[src/rtl/morse_pkg.sv]
// Shared constants for the Morse keyer: symbol codes, FSM state encoding and
// unit lengths of marks and gaps.
package morse_pkg;

    localparam logic [1:0] SYM_DOT  = 2'b00;
    localparam logic [1:0] SYM_DASH = 2'b01;
    localparam logic [1:0] SYM_LGAP = 2'b10;
    localparam logic [1:0] SYM_WGAP = 2'b11;

    typedef logic [1:0] state_t;
    localparam state_t IDLE  = 2'd0;
    localparam state_t MARK  = 2'd1;
    localparam state_t SPACE = 2'd2;

    localparam int unsigned DOT_UNITS      = 1;
    localparam int unsigned DASH_UNITS     = 3;
    localparam int unsigned ELEM_GAP_UNITS = 1;
    localparam int unsigned LGAP_EXTRA     = 2;
    localparam int unsigned WGAP_EXTRA     = 6;

    // Gap symbols add to the one-unit element gap already spent after a mark.
    function automatic logic [2:0] sym_units_m1(logic [1:0] code);
        logic [2:0] u;
        case (code)
            SYM_DOT:  u = 3'(DOT_UNITS - 1);
            SYM_DASH: u = 3'(DASH_UNITS - 1);
            SYM_LGAP: u = 3'(LGAP_EXTRA - 1);
            default:  u = 3'(WGAP_EXTRA - 1);
        endcase
        return u;
    endfunction

    function automatic state_t sym_state(logic [1:0] code);
        return code[1] ? SPACE : MARK;
    endfunction

endpackage

[src/rtl/morse_keyer_ctrl_if.sv]
// Symbol handshake between the upstream symbol source and the keyer.
interface morse_keyer_ctrl_if;
    logic       sym_valid;
    logic [1:0] sym_code;
    logic       sym_ready;

    modport master (output sym_valid, output sym_code, input sym_ready);
    modport slave  (input sym_valid, input sym_code, output sym_ready);
endinterface

[src/rtl/morse_unit_timer.sv]
// Prescaler counting clocks within one Morse unit; flags the last cycle of each unit.
module morse_unit_timer #(
    parameter int unsigned UNIT_CYCLES = 6000000
) (
    input  logic clk,
    input  logic rst,
    input  logic en_i,
    input  logic clr_i,
    output logic unit_last_o
);

    localparam int unsigned CW = (UNIT_CYCLES > 1) ? $clog2(UNIT_CYCLES) : 1;
    localparam logic [CW-1:0] LAST = CW'(UNIT_CYCLES - 1);

    logic [CW-1:0] cyc_cnt_q, cyc_cnt_d;

    assign unit_last_o = (cyc_cnt_q == LAST);

    always_comb begin
        cyc_cnt_d = cyc_cnt_q;
        if (clr_i) begin
            cyc_cnt_d = '0;
        end else if (en_i) begin
            cyc_cnt_d = unit_last_o ? '0 : cyc_cnt_q + 1'b1;
        end
    end

    always_ff @(posedge clk) begin
        if (rst) begin
            cyc_cnt_q <= '0;
        end else begin
            cyc_cnt_q <= cyc_cnt_d;
        end
    end

endmodule

[src/rtl/morse_keyer_ctrl.sv]
// Morse keyer: expands handshaked symbols into timed key on/off intervals.
// Define MORSE_TONE_EN to add the gated sidetone output.
module morse_keyer_ctrl #(
    parameter int unsigned UNIT_CYCLES = 6000000
`ifdef MORSE_TONE_EN
    , parameter int unsigned TONE_HALF_CYCLES = 62500
`endif
) (
    input  logic               clk,
    input  logic               rst,
    morse_keyer_ctrl_if.slave  sym_if,
    output logic               key,
    output logic               busy
`ifdef MORSE_TONE_EN
    , output logic             tone
`endif
);
    import morse_pkg::*;

    state_t     state_q, state_d;
    logic [2:0] unit_cnt_q, unit_cnt_d;
    logic       key_q, key_d;
    logic       unit_last, ivl_last, xfer;

    morse_unit_timer #(
        .UNIT_CYCLES (UNIT_CYCLES)
    ) u_timer (
        .clk         (clk),
        .rst         (rst),
        .en_i        (state_q != IDLE),
        .clr_i       (xfer),
        .unit_last_o (unit_last)
    );

    assign ivl_last         = unit_last & (unit_cnt_q == 3'd0);
    assign sym_if.sym_ready = (state_q == IDLE) | ((state_q == SPACE) & ivl_last);
    assign xfer             = sym_if.sym_valid & sym_if.sym_ready;

    always_comb begin
        state_d    = state_q;
        unit_cnt_d = unit_cnt_q;
        if (xfer) begin
            state_d    = sym_state(sym_if.sym_code);
            unit_cnt_d = sym_units_m1(sym_if.sym_code);
        end else begin
            case (state_q)
                MARK: begin
                    if (ivl_last) begin
                        state_d    = SPACE;
                        unit_cnt_d = 3'(ELEM_GAP_UNITS - 1);
                    end else if (unit_last) begin
                        unit_cnt_d = unit_cnt_q - 3'd1;
                    end
                end
                SPACE: begin
                    if (ivl_last) begin
                        state_d = IDLE;
                    end else if (unit_last) begin
                        unit_cnt_d = unit_cnt_q - 3'd1;
                    end
                end
                default: ;
            endcase
        end
        key_d = (state_d == MARK);
    end

    always_ff @(posedge clk) begin
        if (rst) begin
            state_q    <= IDLE;
            unit_cnt_q <= 3'd0;
            key_q      <= 1'b0;
        end else begin
            state_q    <= state_d;
            unit_cnt_q <= unit_cnt_d;
            key_q      <= key_d;
        end
    end

    assign key  = key_q;
    assign busy = (state_q != IDLE);

`ifdef MORSE_TONE_EN
    localparam int unsigned TW = (TONE_HALF_CYCLES > 1) ? $clog2(TONE_HALF_CYCLES) : 1;
    localparam logic [TW-1:0] TLAST = TW'(TONE_HALF_CYCLES - 1);

    logic [TW-1:0] tone_cnt_q, tone_cnt_d;
    logic          phase_q, phase_d;

    // Restart on key rise so every mark opens with a full low half-period.
    always_comb begin
        tone_cnt_d = tone_cnt_q + 1'b1;
        phase_d    = phase_q;
        if (key_d & ~key_q) begin
            tone_cnt_d = '0;
            phase_d    = 1'b0;
        end else if (tone_cnt_q == TLAST) begin
            tone_cnt_d = '0;
            phase_d    = ~phase_q;
        end
    end

    always_ff @(posedge clk) begin
        if (rst) begin
            tone_cnt_q <= '0;
            phase_q    <= 1'b0;
        end else begin
            tone_cnt_q <= tone_cnt_d;
            phase_q    <= phase_d;
        end
    end

    assign tone = phase_q & key_q;
`endif

endmodule

[src/flat_wrapper.sv]
// flat-port wrapper written by rule: the top's interface ports become plain ports
module morse_keyer_ctrl_flat import morse_pkg::*;
#(
    parameter int unsigned UNIT_CYCLES = 6000000

)
  (clk, rst, key, busy, sym_if_sym_valid, sym_if_sym_code, sym_if_sym_ready);
  morse_keyer_ctrl_if sym_if_i ();
  input  logic clk;
  input  logic rst;
  output logic key;
  output logic busy;
  input wire logic [$bits(sym_if_i.sym_valid)-1:0] sym_if_sym_valid;
  input wire logic [$bits(sym_if_i.sym_code)-1:0] sym_if_sym_code;
  output wire logic [$bits(sym_if_i.sym_ready)-1:0] sym_if_sym_ready;
  assign sym_if_i.sym_valid = sym_if_sym_valid;
  assign sym_if_i.sym_code = sym_if_sym_code;
  assign sym_if_sym_ready = sym_if_i.sym_ready;
  morse_keyer_ctrl #(.UNIT_CYCLES(UNIT_CYCLES)) u_core (.clk(clk), .rst(rst), .sym_if(sym_if_i), .key(key), .busy(busy));
endmodule
[config.mk]
export PLATFORM = sky130hd
export DESIGN_NAME = morse_keyer_ctrl_flat
export DESIGN_NICKNAME = d
export VERILOG_FILES = /design/src/rtl/morse_pkg.sv /design/src/rtl/morse_keyer_ctrl_if.sv /design/src/rtl/morse_unit_timer.sv /design/src/rtl/morse_keyer_ctrl.sv /design/src/flat_wrapper.sv
export SDC_FILE = /design/constraint.sdc
export NUM_CORES = 1
export LEC_CHECK = 0
export BUFFER_PORTS_ARGS = -buffer_cell sky130_fd_sc_hd__buf_2
export CAP_MARGIN = 20
export CORE_ASPECT_RATIO = 1.25
export CORE_UTILIZATION = 55
export CTS_BUF_LIST = sky130_fd_sc_hd__clkbuf_2 sky130_fd_sc_hd__clkbuf_4 sky130_fd_sc_hd__clkbuf_8
export DETAILED_ROUTE_END_ITERATION = 10
export HOLD_SLACK_MARGIN = 0.02
export PLACE_DENSITY = 0.72
export SYNTH_ARGS = -nofsm -noshare
export SYNTH_HDL_FRONTEND = slang
export SYNTH_SLANG_ARGS = --single-unit
[constraint.sdc]
create_clock -name clk -period 2.1 [get_ports clk]
set_input_delay 0.21 -clock clk [delete_from_list [all_inputs] [get_ports clk]]
set_output_delay 0.21 -clock clk [all_outputs]
set_load 0.05 [all_outputs]
Word level (Yosys, flattened, before mapping)
Cells that the tools add are included. W data, S select, Z words.

Bits in read-only memories: 0. RAM bits: 0. Bits in registers: 29. Logic and storage cells: 36. Memories: 0. Input port bits: 5. Output and inout bits: 3. Bits in latches: 0.

Reduce and logical (&&, ||, !) cells: 7. Eq/ne operators: 7. Add/subtract/negate cells: 2. Bitwise logic cells: 4. Muxes and demuxes: 12. Multipliers: 0. Divide/modulo/power cells: 0. Shift operators: 0. $lt $le $gt $ge: 0.

Operators with widths (count): $add A23 B1 Y23 const B (1); $eq A23 B23 Y1 const B (1); $mux W23 (1); $mux W3 (4); $pmux W3 S3 (1); $mux W2 (4); $eq A2 B1 Y1 const B (3); $pmux W3 S2 (1); $eq A2 B2 Y1 const B (2); $logic_not A2 Y1 (2); $pmux W2 S2 (1); $and A1 B1 Y1 (3); $logic_not A3 Y1 (1); $ne A3 B3 Y1 const B (1); $reduce_bool A3 Y1 (1); $sub A3 B1 Y3 const B (1); $reduce_and A2 Y1 (1); $reduce_bool A2 Y1 (1); $reduce_or A2 Y1 (1); $or A1 B1 Y1 (1).

Logic depth before layout (Yosys ltp)
Gate-level depths: netlist of run 1.

Depth in word-level cells: 7. Depth in mapped cells: 10. Mapped depth without buffers: 8.

Hierarchy
From an unflattened synthesis of run 1, not the netlist that was laid out.

Cells, all modules: 189. Area, all modules: 1620.3 um2.

By module, submodules not included: morse_unit_timer (times used 1, area an instance 1149.9 um2, sequential area each 460.4 um2, cells an instance 135); morse_keyer_ctrl (times used 1, area an instance 470.5 um2, sequential area each 120.1 um2, cells an instance 54).

Worst setup path after synthesis of run 1
Ideal clock, no wire load.

Path kind: reg-to-output. Start point: register u_core.u_timer.cyc_cnt_q[12]. End point: output sym_if_sym_ready. Arrival: 2429 ps. Cell stages (with the launch flop): 5. Required time: 1890 ps. Buffers on the path: 0. Setup slack: -539 ps. Path through: dfxtp_1 or4b_4 nor3_4 nand2_2 o21ai_0.

Longest elaborated chain between the ends: 4.

RTL lines: start: declaration (RTL line morse_unit_timer.sv:15) `logic [CW-1:0] cyc_cnt_q, cyc_cnt_d;`; start signal: assignment (RTL line morse_unit_timer.sv:32) `cyc_cnt_q <= cyc_cnt_d;`; $eq A23 B23 Y1 (RTL line morse_unit_timer.sv:17) `assign unit_last_o = (cyc_cnt_q == LAST);`; $and A1 B1 Y1 (RTL line morse_keyer_ctrl.sv:35) `assign ivl_last = unit_last & (unit_cnt_q == 3'd0);`; $and A1 B1 Y1 (RTL line morse_keyer_ctrl.sv:36) `assign sym_if.sym_ready = (state_q == IDLE) | ((state_q == SPACE) & ivl_last);`; $or A1 B1 Y1 (RTL line morse_keyer_ctrl.sv:36); end: declaration (RTL line flat_wrapper.sv:15) `output wire logic [$bits(sym_if_i.sym_ready)-1:0] sym_if_sym_ready;`.

Every way passes these cells.

Worst setup path in the final report of run 1
Ends and elaborated chain as after synthesis.

==> results of run 1 <==
-- kinds of logic (layout without fill, tap and decap cells) --
kind of cell               count (synthesis)  count (layout)  synth area share
and+or+nand+nor                           89              89             0.293
DFF                                       29              29             0.361
AOI/OAI and AO/OA                         24              24             0.107
xor gates and xnor gates                  22              22             0.120
buffers and inverters                     18              40            0.0537
adders and majority gates                  6               6            0.0467
muxes                                      3               3            0.0187
-- timing repair --
item / in CTS / in global routing
resized for setup: 4 / 6
buffers inserted: 1 / 2
endpoints found under the setup margin: 1 / 6
pin swaps: 2 / 2
-- state kept, by name (all words and copies together) (netlist names) --
name and flops:
u_core.u_timer.cyc_cnt_q 23, u_core.unit_cnt_q 3, u_core.state_q 2, u_core.key 1
-- worst max-delay path by stage --
stage,to,depth (start not counted),from,slack (ns)
2_1_floorplan,sym_if_sym_ready,4,u_core.u_timer.cyc_cnt_q[12],0.10
3_3_place_gp,u_core.unit_cnt_q[2],6,u_core.u_timer.cyc_cnt_q[12],0.22
3_5_place_dp,u_core.u_timer.cyc_cnt_q[21],7,u_core.state_q[0],0.16
4_1_cts,sym_if_sym_ready,5,u_core.u_timer.cyc_cnt_q[12],0.02
5_1_grt,u_core.u_timer.cyc_cnt_q[21],7,u_core.state_q[0],-0.04
6_report,sym_if_sym_ready,5,u_core.u_timer.cyc_cnt_q[12],0.06
-- cell type report --
type                    count  area (um2)
multi-input cells         144         968
fillers                   239         856
flip-flops and latches     29         586
repair buffers             21         146
clock buffers               7        58.8
inverters                  11        45.0
well taps                  34        42.5
clock inverters             1        30.0
-- stage by stage --
step / util / instance area, um2
after floorplan: - / 1620
after global placement: 0.633 / 1730
after detailed placement: 0.633 / 1730
after CTS: 0.672 / 1840
after global routing: 0.687 / 1880
final: 0.687 / 1880
-- layer usage --
metal  vias to the layer above  share of wire
met5                         -              0
met3                        10          0.047
li1                        702              -
met2                        43           0.49
met4                         0          0.032
met1                       665           0.43
-- cell usage after synthesis, types with 2 or more instances --
| cell type | n |
|---|---|
| nor2_1 | 34 |
| dfxtp_1 | 29 |
| xnor2_1 | 20 |
| inv_1 | 11 |
| nand3_1 | 10 |
| nand2_1 | 8 |
| a21oi_1 | 6 |
| ha_1 | 6 |
| nor3_1 | 6 |
| and3_1 | 5 |
| nand4_1 | 5 |
| nor2b_1 | 4 |
| nor4_1 | 4 |
| a21o_1 | 3 |
| a31oi_1 | 3 |
| buf_2 | 3 |
| mux2i_1 | 3 |
| o21ai_0 | 3 |
| and4_1 | 2 |
| and4b_1 | 2 |
| buf_6 | 2 |
| clkbuf_1 | 2 |
| nor3b_1 | 2 |
| o22ai_1 | 2 |
| xor2_1 | 2 |
-- power groups by stage --
stage | Combinational (mW) | Sequential, mW | Clock (mW)
floorplan | 0.144 | 0.587 | 0
global placement | 0.194 | 0.584 | 0
detailed placement | 0.199 | 0.585 | 0
CTS | 0.205 | 0.572 | 0.504
global route | 0.230 | 0.574 | 0.530
finish | 0.206 | 0.572 | 0.495
==> results.py, run 1 <==
metrics = {
    "worst_setup_path": {
        "r2r_start": "u_core.state_q[0]",
        "endpoint_kind": "output port",
        "critPathKind": "flop to output port",
        "worst_path_largest_cell_delay_ns": 0.58,
        "path_cells": "or4b_4 > nor3_4 > nand2_2 > o21ai_2 > buf_6",
        "worst_ep_arrival_time_ns": 1.83,
        "cp_slowest_cell": "or4b_4",
        "path_delay_family": "simple AND/OR/NAND/NOR gates",
        "crit_fanout": 5,
        "r2r_end": "u_core.u_timer.cyc_cnt_q[21]",
        "r2r_slack_ns": 0.12,
        "path_buf_inv": 1,
        "worstSetupStartpointType": "flop",
        "rr_worst_depth": 7,
        "cp.required_ns": 1.89,
    },
    "clock_tree": {
        "clk_latency_ns": 0.34,
        "cts_buffers": 5,
        "cts_sinks": 29,
        "root_buffer": "clkbuf_4",
        "cts_htree_levels": 2,
        "path_clk_slew_ns": 0.09,
        "cts_buffer_depth": 2,
        "cts_hold_buf": 0,
        "cts_tree": "yes",
    },
    "detailed_routing": {
        "num_vias": 1420,
        "wl_per_cell_um": 14.0,
        "ant_nets": 0,
        "viasPerCell": 5.75,
        "drc": 0,
        "dr.pass1.iters": 5,
        "totalWireLength_mm": 3.47,
        "drt-initial-drc-count": 44,
    },
    "sta": {
        "finalMaxSlewViolations": 0,
        "worst_slew_pin_slew_ns": 0.332,
        "setup_viol": 0,
        "hold_viol": 0,
        "hold_ws_ns": 0.136,
        "fin_ws_ns": 0.0592,
        "fmax_ghz": 0.490,
        "tns_ns": 0,
        "grt_setup_unrepaired": "true",
        "finalCritPeriodShare": 0.972,
        "layout_min_cycle_time_ns": 2.04,
        "clock_skew_ns": 0.00780,
        "relSlewSlack": 0.776,
    },
    "synth": {
        "synth_seq_area_share": 0.361,
        "synth_top_area_share": 0.361,
        "synthCells": 191,
        "syn_nets": 202,
        "synth_warnings": 0,
        "syn_area_per_cell_um2": 8.42,
        "yosysTopAreaCell": "dfxtp_1",
        "synthTopCellsByArea": "dfxtp_1 36%, xnor2_1 11%, nor2_1 7.9%",
        "syn_area_um2": 1610,
        "ys_async_sr_fraction": 0,
        "ys.flop_type": "dfxtp_1",
        "synth_edf_count": 0,
        "yosysUniqueCellTypes": 39,
        "ys_ff_latch": 29,
    },
    "global_routing": {
        "grt_max_degree": 15,
        "grtUsageMet2": 0.428,
        "track_usage": 0.254,
        "grt_util_met3": 0.0535,
        "antenna_found_initial": 0,
        "grt_busiest_layer": "met2",
        "first_global_vias": 1411,
        "grt_pass1_wl_mm": 6.13,
        "grt.overflow.total": 0,
        "use_met1": 0.296,
    },
    "worst_hold_path": {
        "min-delay-start": "rst",
        "min_to": "u_core.key",
        "hp-class": "primary input to flop",
        "worst_hold_path.num_cells": 2,
    },
    "layout": {
        "layout_commonest_cell": "nor2_1",
        "n_antenna_cell": 0,
        "instances_no_fill": 247,
        "final_cell_mix": "34 x nor2_1, 25 x dfxtp_1, 20 x xnor2_1",
        "fin_nets": 223,
        "drive_gt1_frac": 0.202,
        "syn_to_final_growth_pct": 16.7,
    },
    "die": {
        "die-area_um2": 3140,
        "die_y_um": 62.5,
        "rows": 21,
        "initial_core_util": 0.588,
        "coreArea_um2": 2730,
        "die_x_um": 50.4,
        "boundaryPins": 8,
    },
    "power_and_ir_drop": {
        "swShare": 0.262,
        "comb_power_share": 0.162,
        "p_leak_nw": 0.673,
        "netSwitchingPower_mw": 0.334,
        "power_mw": 1.27,
        "internal_power_mw": 0.939,
        "sequentialPowerShare": 0.449,
        "powerDensity_nw_per_um2": 678,
        "ir_worst_vdd_uv": 626,
        "pwr-share-clk": 0.389,
    },
    "outcome": {
        "status": "finished, final reports clean",
    },
    "place": {
        "finalWeightedCongestion": 0.879,
        "hpwl_mm": 2.50,
        "pre_cts_ws_ns": 0.160,
        "dp.cells": 236,
        "port_buffers": 7,
    },
    "run": {
        "max_cap_violations": 0,
    },
}
Power figures use the tool's default switching activity.
==> inputs of run 2 (changes only) <==
BUFFER_PORTS_ARGS = default   (was -buffer_cell sky130_fd_sc_hd__buf_2)
DONT_BUFFER_PORTS = 1   (was default)
PLACE_DENSITY = 0.69   (was 0.72)
SETUP_SLACK_MARGIN = 0.1   (was default)
==> results.py, run 2 (synthesis results as in run 1) <==
metrics = {
    "sta": {
        "layout_min_cycle_time_ns": 2.00,
        "finalMaxSlewViolations": 0,
        "grt_setup_unrepaired": "true",
        "setup_viol": 0,
        "tns_ns": 0,
        "fmax_ghz": 0.501,
        "clock_skew_ns": 0.00297,
        "hold_viol": 0,
        "finalCritPeriodShare": 0.951,
        "worst_slew_pin_slew_ns": 0.467,
        "relSlewSlack": 0.688,
        "hold_ws_ns": 0.0671,
    },
    "power_and_ir_drop": {
        "p_leak_nw": 0.686,
        "netSwitchingPower_mw": 0.322,
        "ir_worst_vdd_uv": 363,
        "swShare": 0.278,
        "sequentialPowerShare": 0.499,
        "internal_power_mw": 0.836,
        "powerDensity_nw_per_um2": 592,
        "power_mw": 1.16,
        "pwr-share-clk": 0.301,
        "comb_power_share": 0.200,
    },
    "worst_setup_path": {
        "endpoint_kind": "output port",
        "crit_fanout": 5,
        "path_cells": "or4b_4 > nor3_4 > nand2_2 > o21ai_2 > buf_12",
        "cp_slowest_cell": "or4b_4",
        "path_depth": 5,
        "rr_worst_depth": 9,
        "path_delay_family": "simple AND/OR/NAND/NOR gates",
        "cp.required_ns": 1.89,
        "critPathKind": "flop to output port",
        "path_buf_inv": 1,
        "worstSetupStartpointType": "flop",
        "worst_path_largest_cell_delay_ns": 0.53,
        "worst_ep_arrival_time_ns": 1.79,
    },
    "global_routing": {
        "first_global_vias": 1402,
        "grt_max_degree": 24,
        "antenna_found_initial": 0,
        "track_usage": 0.253,
        "grt.overflow.total": 0,
        "grt_pass1_wl_mm": 6.00,
    },
    "layout": {
        "syn_to_final_growth_pct": 21.6,
        "final.fill_count": 228,
        "fin_nets": 224,
        "layout_commonest_cell": "nor2_1",
        "instances_no_fill": 247,
        "n_antenna_cell": 0,
        "top_regs": "u_core.u_timer.cyc_cnt_q (23), u_core.unit_cnt_q (3), u_core.state_q (2)",
        "regMostFlops": "u_core.u_timer.cyc_cnt_q",
        "multi_input_area_um2": 1020,
        "seqCellArea_um2": 591,
        "final_area_um2": 1960,
        "drive_gt1_frac": 0.235,
        "final_cell_mix": "34 x nor2_1, 23 x dfxtp_1, 20 x xnor2_1",
        "largest_reg_flops": 23,
    },
    "clock_tree": {
        "root_buffer": "clkbuf_4",
        "cts_buffer_depth": 2,
        "cts_buffers": 5,
        "cts_tree": "yes",
        "cts_sinks": 29,
        "clk_latency_ns": 0.32,
        "path_clk_slew_ns": 0.08,
        "cts_htree_levels": 2,
    },
    "place": {
        "finalWeightedCongestion": 0.908,
        "hpwl_mm": 2.56,
        "dp.cells": 229,
        "port_buffers": 0,
        "dpl-instance-area_um2": 1720,
    },
    "die": {
        "coreArea_um2": 2730,
        "die-area_um2": 3140,
        "rows": 21,
        "boundaryPins": 8,
        "die_x_um": 50.4,
        "initial_core_util": 0.588,
        "die_y_um": 62.5,
    },
    "detailed_routing": {
        "totalWireLength_mm": 3.66,
        "dr.pass1.iters": 4,
        "num_vias": 1410,
        "drc": 0,
        "ant_nets": 0,
        "drt-initial-drc-count": 39,
        "viasPerCell": 5.71,
        "wl_per_cell_um": 14.8,
    },
    "worst_hold_path": {
        "worst_hold_path.num_cells": 2,
        "hp-class": "primary input to flop",
    },
    "run": {
        "max_cap_violations": 0,
    },
    "outcome": {
        "status": "finished, final reports clean",
    },
}
-- run 2: cell count changes in the layout (fill, tap and decap cells not counted), sizes merged --
cell | before | now
bufinv | 1 | 0
dlygate4sd3 | 0 | 1
-- run 2: layer usage --
metal,vias to the layer above,GRT usage,part of all wire
li1,704,-,-
met4,0,0.115,0.024
met5,-,0,0
met1,665,0.255,0.40
met3,8,0.0657,0.039
met2,33,0.468,0.54
-- run 2: final cells by class --
class / instances / area share
Tap cell: 34 / 0.0218
Clock buffer: 7 / 0.0301
Timing Repair Buffer: 22 / 0.100
Multi-Input combinational cell: 144 / 0.523
Inverter: 11 / 0.0230
Sequential cell: 29 / 0.302
-- run 2: repair_timing --
action / in CTS / in global routing
buffers inserted: 4 / 6
resized for setup: 7 / 13
pin swaps: 6 / 6
hold buffers: 1 / 0
hold endpoints to repair: 6 / 0
setup endpoints to repair: 4 / 15
-- run 2: final timing paths --
| check | startpoint | end | slack, ns |
|---|---|---|---|
| worst max-delay path | u_core.u_timer.cyc_cnt_q[18] | sym_if_sym_ready | 0.10 |
| worst min-delay path | sym_if_sym_code[1] | u_core.state_q[1] | 0.07 |
| worst max register to register | u_core.u_timer.cyc_cnt_q[0] | u_core.unit_cnt_q[1] | 0.15 |
| worst min register to register | u_core.u_timer.cyc_cnt_q[6] | u_core.u_timer.cyc_cnt_q[6] | 0.53 |
-- run 2: worst reg2reg max path: cells and delay by family, from the launching register on --
family	cells	cell delay [ns]
adders and majority gates	1	0.16
buffers and inverters	3	0.45
and+or+nand+nor	2	0.35
AOI/OAI and AO/OA	3	0.56
DFF	1	0.36
-- run 2: stage by stage --
step / utilization / setup WS [ns]
after CTS: 0.674 / 0.0173
after global routing: 0.716 / 0.0290
after floorplan: - / 0.101
final: 0.716 / 0.103
after global placement: 0.630 / 0.144
after detailed placement: 0.630 / 0.0777
-- run 2: power groups by stage --
stage / Sequential [mW] / Combinational (mW) / Clock, mW
2_1_floorplan: 0.587 / 0.144 / 0
3_3_place_gp: 0.588 / 0.201 / 0
3_5_place_dp: 0.589 / 0.207 / 0
4_1_cts: 0.577 / 0.213 / 0.361
5_1_grt: 0.580 / 0.252 / 0.393
6_report: 0.578 / 0.232 / 0.348
==> inputs of run 3 (changes only) <==
clock period = 2.55 ns   (was 2.1 ns; I/O delays follow)
==> results.py, run 3 (synthesis results as in run 1) <==
metrics = {
    "outcome": {
        "status": "finished, final reports clean",
    },
    "detailed_routing": {
        "totalWireLength_mm": 3.18,
        "dr.pass1.iters": 4,
        "ant_nets": 0,
        "wl_per_cell_um": 13.7,
        "drt-initial-drc-count": 37,
        "drc": 0,
        "viasPerCell": 5.65,
        "num_vias": 1310,
    },
    "worst_setup_path": {
        "cp_slowest_cell": "dfxtp_1",
        "worst_path_largest_cell_delay_ns": 0.38,
        "worstSetupStartpointType": "flop",
        "critPathKind": "flop to output port",
        "path_delay_family": "simple AND/OR/NAND/NOR gates",
        "worst_ep_arrival_time_ns": 1.99,
        "crit_fanout": 10,
        "rr_worst_depth": 10,
        "path_depth": 6,
        "endpoint_kind": "output port",
        "path_cells": "ha_1 > nor4bb_2 > and4_4 > nand2_2 > o21ai_1 > buf_4",
        "path_buf_inv": 1,
        "cp.required_ns": 2.30,
    },
    "die": {
        "boundaryPins": 8,
        "initial_core_util": 0.588,
        "die-area_um2": 3140,
        "die_x_um": 50.4,
        "rows": 21,
        "die_y_um": 62.5,
        "coreArea_um2": 2730,
    },
    "power_and_ir_drop": {
        "power_mw": 0.912,
        "p_leak_nw": 0.602,
        "powerDensity_nw_per_um2": 528,
        "ir_worst_vdd_uv": 274,
    },
    "clock_tree": {
        "cts_tree": "yes",
        "cts_htree_levels": 2,
        "cts_sinks": 29,
        "cts_buffer_depth": 2,
        "cts_buffers": 5,
        "root_buffer": "clkbuf_4",
        "path_clk_slew_ns": 0.09,
        "clk_latency_ns": 0.32,
    },
    "global_routing": {
        "first_global_vias": 1259,
        "grt_pass1_wl_mm": 5.33,
        "antenna_found_initial": 0,
        "grt.overflow.total": 0,
        "track_usage": 0.222,
        "grt_max_degree": 24,
    },
    "sta": {
        "setup_viol": 0,
        "relSlewSlack": 0.601,
        "worst_slew_pin_slew_ns": 0.597,
        "hold_viol": 0,
        "finalMaxSlewViolations": 0,
        "layout_min_cycle_time_ns": 2.24,
        "grt_setup_unrepaired": "false",
        "tns_ns": 0,
        "finalCritPeriodShare": 0.879,
        "fmax_ghz": 0.446,
        "clock_skew_ns": 0.00652,
    },
    "layout": {
        "top_regs": "u_core.u_timer.cyc_cnt_q (23), u_core.unit_cnt_q (3), u_core.state_q (2)",
        "drive_gt1_frac": 0.101,
        "largest_reg_flops": 23,
        "syn_to_final_growth_pct": 7.47,
        "n_antenna_cell": 0,
        "final_cell_mix": "34 x nor2_1, 29 x dfxtp_1, 20 x xnor2_1",
        "regMostFlops": "u_core.u_timer.cyc_cnt_q",
        "layout_commonest_cell": "nor2_1",
        "fin_nets": 209,
    },
    "worst_hold_path": {
        "hp-class": "primary input to flop",
        "worst_hold_path.num_cells": 2,
    },
    "place": {
        "finalWeightedCongestion": 0.801,
        "port_buffers": 0,
        "hpwl_mm": 2.35,
    },
    "run": {
        "max_cap_violations": 0,
    },
}
==> run 3: cell types whose count changed in the layout (fill, tap and decap cells not counted), moves of 2 or more <==
| cell | delta |
|---|---|
| buf_12 | -2 |
| dfxtp_2 | -5 |
| ha_4 | -2 |
| buf_4 | -12 |
| nor4_2 | -4 |
| ha_1 | +2 |
| dfxtp_1 | +6 |
| nor4_1 | +4 |
==> run 3: power by group <==
group	leakage, nW	internal, mW	switching, mW
clock	0.0348	0.141	0.150
combinational	0.333	0.0542	0.0923
sequential	0.235	0.463	0.0118
==> run 3: area by class of cell <==
cell class,instances,area [um2]
Clock buffer,7,58.8
Tap cell,34,42.5
Timing Repair Buffer,7,55.1
Inverter,11,41.3
Fill cell,241,1000
Multi-Input combinational cell,144,950
Sequential cell,29,581
==> run 3: worst register-to-register path, cell delays in order (launching register included) <==
cell and delay (ns):
dfxtp_1 0.34, inv_1 0.10, ha_1 0.29, buf_4 0.19
inv_1 0.04, buf_4 0.18, nor2_1 0.21, a31oi_1 0.06
buf_4 0.18, or3b_1 0.36, a31oi_1 0.16
==> run 3: final timing paths <==
kind / startpoint / slack [ns] / to
worst min register to register: u_core.unit_cnt_q[1] / 0.52 / u_core.unit_cnt_q[1]
worst max-delay path: u_core.u_timer.cyc_cnt_q[0] / 0.31 / sym_if_sym_ready
worst min-delay path: sym_if_sym_code[1] / 0.12 / u_core.state_q[1]
worst max register to register: u_core.state_q[0] / 0.37 / u_core.unit_cnt_q[1]
==> run 3: what timing repair did <==
action / in CTS / in global routing
resized for setup: 0 / 3
setup buffers: 0 / 2
hold endpoints to repair: 6 / 0
hold buffers: 1 / 0
endpoints found under the setup margin: 0 / 8
==> run 3: per-layer routing <==
layer  part of all wire  up-vias  wire length, um  global-route usage
met2               0.51       21             1620               0.393
met1               0.45      612             1420               0.251
met4              0.013        0               41              0.0729
met5                  0        -                0                   0
met3              0.032        5              101              0.0608
li1                   -      672                -                   -
==> run 3: stage by stage <==
stage	util	hold slack (ns)	instances	setup WS [ns]	cell area (um2)
finish	0.632	0.123	232	0.307	1730
CTS	0.624	0.116	230	0.136	1700
floorplan	-	0.323	191	0.246	1610
global route	0.632	0.113	232	0.176	1730
global placement	0.598	0.327	222	0.406	1640
detailed placement	0.598	0.326	222	0.324	1640
